## src/rtl/divider_reconstructor.sv

```systemverilog
// divider_reconstructor: rebuilds a restoring-divider dividend as Q*D + R_n1 with an MSB-first
// shift-and-add, flagging dividend overflow and remainders that are illegal for the divisor.
module divider_reconstructor #(
    parameter int QW = 4,
    parameter int DW = 3,
    parameter int RW = 4,
    parameter int NW = 6,
    parameter int AW = 7
) (
    input  logic          clk,
    input  logic          rst,
    input  logic          start,
    input  logic [QW-1:0] Q,
    input  logic [DW-1:0] D,
    input  logic [RW-1:0] R_n1,
    output logic          busy,
    output logic          done,
    output logic [NW-1:0] R_0,
    output logic          ovf,
    output logic          rem_err
);
    localparam int CW = QW > 1 ? $clog2(QW) : 1;
    localparam int MW = RW > DW ? RW : DW;
    localparam longint MAX_FULL = (2**QW - 1) * (2**DW - 1) + (2**RW - 1);

    // The accumulator must hold the largest possible Q*D + R without wrapping.
    if (!(2.0**AW > MAX_FULL)) begin : g_aw_check
        $error("AW too small for QW/DW/RW");
    end

    typedef enum logic [1:0] {IDLE, MUL, ADD} state_t;

    state_t        state;
    logic [QW-1:0] qr;
    logic [DW-1:0] dr;
    logic [RW-1:0] rr;
    logic [AW-1:0] acc;
    logic [CW-1:0] cnt;
    logic [AW-1:0] full;

    assign full = acc + AW'(rr);

    always_ff @(posedge clk or posedge rst) begin
        if (rst) begin
            state   <= IDLE;
            qr      <= '0;
            dr      <= '0;
            rr      <= '0;
            acc     <= '0;
            cnt     <= '0;
            busy    <= 1'b0;
            done    <= 1'b0;
            R_0     <= '0;
            ovf     <= 1'b0;
            rem_err <= 1'b0;
        end else begin
            done <= 1'b0;
            case (state)
                IDLE: if (start) begin
                    qr    <= Q;
                    dr    <= D;
                    rr    <= R_n1;
                    acc   <= '0;
                    cnt   <= CW'(QW - 1);
                    busy  <= 1'b1;
                    state <= MUL;
                end
                MUL: begin
                    acc <= (acc << 1) + (qr[cnt] ? AW'(dr) : '0);
                    if (cnt == '0) state <= ADD;
                    else cnt <= cnt - CW'(1);
                end
                ADD: begin
                    R_0     <= full[NW-1:0];
                    ovf     <= |full[AW-1:NW];
                    rem_err <= MW'(rr) >= MW'(dr);
                    done    <= 1'b1;
                    busy    <= 1'b0;
                    state   <= IDLE;
                end
                default: state <= IDLE;
            endcase
        end
    end
endmodule

```

## config.mk

```make
export PLATFORM = sky130hd
export DESIGN_NAME = divider_reconstructor
export DESIGN_NICKNAME = d
export VERILOG_FILES = /design/src/rtl/divider_reconstructor.sv
export SDC_FILE = /design/constraint.sdc
export NUM_CORES = 1
export LEC_CHECK = 0
export ABC_AREA = 1
export ABC_CLOCK_PERIOD_IN_PS = 2100
export BUFFER_PORTS_ARGS = -buffer_cell sky130_fd_sc_hd__buf_2
export CELL_PAD_IN_SITES_DETAIL_PLACEMENT = 0
export CELL_PAD_IN_SITES_GLOBAL_PLACEMENT = 1
export CORE_MARGIN = 2
export CORE_UTILIZATION = 35
export DETAILED_ROUTE_END_ITERATION = 7
export GPL_ROUTABILITY_DRIVEN = 0
export GPL_TIMING_DRIVEN = 0
export PLACE_DENSITY = 0.72
export SYNTH_ARGS = -nofsm -noshare
export SYNTH_HDL_FRONTEND = slang
export SYNTH_SLANG_ARGS = --single-unit
export TNS_END_PERCENT = 1
```

## constraint.sdc

```tcl
create_clock -name clk -period 2.1 [get_ports clk]
set_input_delay 0.42 -clock clk [delete_from_list [all_inputs] [get_ports clk]]
set_output_delay 0.42 -clock clk [all_outputs]
set_load 0.03 [all_outputs]
```

-- Word-level counts from Yosys, hierarchy flattened
Cells that the tools add are included.
- equal/unequal tests: 5
- muxes and demuxes: 14
- add/subtract/negate cells: 3
- reductions and logical operators: 9
- order comparisons: 2
- operator list (cell ; number):
    $pmux 7 s2 ; 1
    $mux 2 ; 4
    $pmux 2 s2 ; 2
    $reduce_and 2->1 ; 4
    $add 7x3->7 ; 1
    $add 7x4->7 ; 1
    $mux 7 ; 1
    $ne 2x2->1 const B ; 3
    $ge 4x3->1 ; 1
    $logic_not 2->1 ; 2
    $reduce_bool 2->1 ; 2
    $lt 2x3->1 const B ; 1
    $mux 1 ; 3
    $mux 3 ; 1
    $reduce_and 3->1 ; 1
    $bmux 1 s2 ; 1
    $eq 2x1->1 const B ; 1
    $eq 2x2->1 const B ; 1
    $pmux 1 s2 ; 1
    $sub 2x1->2 const B ; 1
- register bits after elaboration: 32
- bits of input ports: 14
- word-level logic and storage cells: 44
- output and inout port bits: 10

-- Logic depth before layout (Yosys ltp)
- word-level depth: 5
- gate-level depth with buffers: 13
- gate-level depth less buffers: 13

-- Worst setup path after synthesis
OpenSTA, ideal clock, no wires.
- kind: reg2reg
- start point: reg cnt[0]
- end point: reg acc[2]
- path slack: 0.468 ns
- clock period less this slack: 1.632 ns
- cell stages (with the launch flop): 9
- data required time: 1.979 ns
- setup time: 0.121 ns
- path buffers: 0
- arrival: 1.511 ns
- path through: dfrtp_1 -> inv_1 -> nand2_1 -> nand3_1 -> nand2_1 -> nor2_1 -> ha_1 -> fa_1 -> a22o_1
- word-level cells in the longest chain between the ends: 5
- ends and longest elaborated chain (what ; RTL line ; source):
    from (decl) ; 38 ; logic [CW-1:0] cnt;
    from (signal assigned) ; 64 ; cnt <= CW'(QW - 1);
    from (signal assigned) ; 71 ; else cnt <= cnt - CW'(1);
    $bmux 1 s2 ; 69 ; acc <= (acc << 1) + (qr[cnt] ? AW'(dr) : '0);
    $mux 1 (not written as such) ; 69 ;
    $mux 3 ; 69 ;
    $add 7x3->7 ; 69 ;
    $pmux 7 s2 ; 58 ; case (state)
    to (signal assigned) ; 69 ;
    to (decl) ; 37 ; logic [AW-1:0] acc;
Every way passes these cells. The select of a mux whose other input is x is not followed.
A chain may end at the register's enable or synchronous reset.

-- Final worst setup path
- start point: reg cnt[0]
- end point: reg acc[5]
Same word-level chain as after synthesis.

==> metrics.md <==
| Metric | Value |
|---|---|
| Netlist Area Pre-Place | `around 1600 um2` |
| Total power | `around 2.8 mW` |
| Fin Setup TNS | `0 ns` |
| Detail Route Antenna Nets | `0` |
| Layout cells sized above 1 | `17.8%` |
| Core ar. | `4410 um2` |
| I/O pins | `24` |
| Initial antenna violation count | `0` |
| Global-route wire length before repair | `5780 um` |
| Clock Skews | `roughly 0.0042 ns` |
| Root buffer cell | `clkbuf_8` |
| Outcome | `finished clean` |
| Mapped Cells | `193` |
| Synthesized net count | `219` |
| Non-filler cells, final | `277` |
| Die area | `5220 um2` |
| Sequential fraction of the synthesis area | `49.1%` |
| Ys Warns | `0` |
| Routed WL per cell | `11.5 um` |
| Vias in the first global route | `1300` |
| Pwr dens | `between 1000 and 1500 nW/um2` |
| Worst r2r src | `cnt[0]` |
| Post-CTS Setup Inserts | `0` |
| Fmax achieved | `between 500 and 600 MHz` |
| Via density | `4.51` |
| Resize count post-CTS | `0` |
| Worst skew pair latency | `0.28 ns` |
| Vias | `1248` |
| Total CTS buffers | `5` |
| Netlist cell types | `22` |
| Clock Pin Slew Worst Setup and Hold Paths | `about 0.070 ns` |
| Largest net degree at the start of global routing | `33` |
| Clock Path Buffers | `2` |
| N_diodes | `0` |
| DP Area | `1810 um2` |
| Startpoint type of the worst setup path | `register` |
| Cts hold-fix bufs | `0` |
| Final-stage net count | `250` |
| Max Fanout on Critical Path | `5` |
| R2R setup slack | `0.30 ns` |
| Setup-failing EPs final | `0` |
| Synth Register Bits | `32` |
| DRC Markers | `0` |
| Min cycle time layout | `1.80 ns` |
| # clock sinks | `32` |
| HPWL Detailed | `2340 um` |
| Grt ovf | `0` |
| Leak | `1.06 nW` |
| Worst-Margin Slew | `0.312 ns` |
| CP Class | `register to register` |
| RSZ-0062 raised after global routing | `false` |
| Dpl cells | `268` |
| H-tree Lvls | `2` |
| GRT Overall Usage | `approximately 14%` |
| CP required | `2.27 ns` |
| Site Rows | `24` |
| R2R Path End | `acc[5]` |
| Die W | `72.3 um` |
| Crit path to | `acc[5]` |
| Final-report max-slew violation count | `0` |
| R2r worst-path depth | `11` |
| Worst setup path start | `cnt[0]` |
| Final count of hold timing violations | `0` |
| Drt first-iter violations | `65` |
| Post-route cell area | `slightly below 2000 um2` |
| Initial Util | `a little under two fifths` |
| Final worst path period share | `~86%` |
| Hold Crit Class | `input pin to async pin` |
| Worst Setup End Kind | `register` |
| Die Y | `~72 um` |
| Avg Inst Size Synth | `8.45 um2` |
| Total of max-cap violations | `0` |
| CTS tree | `done` |
| Arr. time, crit path | `1.96 ns` |
| TritonRoute pass-1 iters | `4` |
| Area growth syn-to-layout | `17.8%` |
| Max_slew headroom | `roughly four fifths` |
| Fillers | `470` |
| PortBufs | `23` |
| Hold_ws | `0.0374 ns` |
| Worst VDD drop | `0.827 mV` |
| Final wirelength | `3170 um` |
synth_stat cells, drive strengths merged:
| cell | instances | area share [%] |
|---|---|---|
| nand2 | 72 | 17 |
| dfrtp | 32 | 49 |
| inv | 22 | 5.1 |
| o21ai | 15 | 5.8 |
| nand3 | 12 | 3.7 |
| ha | 10 | 7.7 |
| nor2 | 10 | 2.8 |
| a21oi | 8 | 2.5 |
| buf | 3 | 1.5 |
| a22o | 2 | 1.1 |
| fa | 2 | 2.5 |
| o22ai | 2 | 0.77 |
| a21boi | 1 | 0.46 |
| clkinv | 1 | 0.23 |
| nor3 | 1 | 0.31 |
cell families (layout without fill, tap and decap cells):
kind of cell    count (synthesis)  in the layout  share of synthesized area (%)
compound gates                 28             28                           10.5
flops                          32             32                           49.1
simple gates                   95             95                           23.5
buf+inv                        26             58                           6.75
fa+ha+maj                      12             12                           10.1
worst min path at each step:
stage          cells after the start      to  slack (ns)   from
2_1_floorplan                      2   qr[0]        0.45  qr[0]
3_5_place_dp                       2    busy        0.46   busy
4_1_cts                            3   qr[0]        0.32   Q[0]
6_report                           2  R_0[2]        0.04    rst
3_3_place_gp                       2    busy        0.46   busy
5_1_grt                            2  R_0[2]        0.04    rst
cell type report:
type / instances / area, um2 / share of cell area (%)
Multi-Input combinational cell: 135 / 719 / 37.5
Clock buffer: 8 / 90.1 / 4.69
Sequential cell: 32 / 801 / 41.7
Timing Repair Buffer: 24 / 135 / 7.04
Inverter: 23 / 86.3 / 4.50
Tap cell: 52 / 65.1 / 3.39
Buffer: 3 / 23.8 / 1.24
placed cells by master (no fill, tap or decap), types with 2 or more instances in the layout:
cell / count
a21oi_1: 8
a22o_1: 2
buf_2: 24
clkbuf_1: 2
clkbuf_8: 6
clkinv_1: 2
dfrtp_1: 32
fa_1: 2
ha_1: 10
inv_1: 19
inv_2: 2
nand2_1: 71
nand3_1: 12
nor2_1: 9
o21ai_0: 12
o21ai_2: 2
o22ai_1: 2
critical path: stages, from the launching register on:
cell and delay, ns:
dfrtp_1 0.40, inv_1 0.10, nand2_1 0.06, nand3_1 0.07, nand2_1 0.11, nor2_1 0.05, ha_1 0.20, fa_1 0.38
nand2_1 0.09, o21ai_0 0.08, nand3_1 0.07, o21ai_0 0.07
flip-flops by register name, summed over array words and instances (netlist names):
| name | flops |
|---|---|
| acc | 7 |
| R_0 | 6 |
| qr | 4 |
| rr | 4 |
| dr | 3 |
| cnt | 2 |
| state | 2 |
| busy | 1 |
| done | 1 |
| ovf | 1 |
| rem_err | 1 |
through the flow:
step,worst slack [ns],util [%]
detailed placement,0.289,41.0
global placement,0.298,41.0
finish,0.304,43.5
floorplan,0.468,-
CTS,0.272,43.1
global route,0.0371,43.5
routing by layer:
metal	GRT usage [%]	vias up	share of wire (%)
met5	0	-	0
met4	3.77	0	0.35
met3	5.28	2	4.6
met2	22.5	23	43
met1	18.7	551	52
li1	-	672	-
power by group:
group	total (mW)	switching, mW	internal, mW	leakage, nW
Clock	0.488	0.221	0.267	0.0455
Sequential	1.07	0.192	0.876	0.400
Combinational	1.24	0.789	0.451	0.615
Total	2.80	1.20	1.59	1.06
Power figures use the tool's default switching activity.
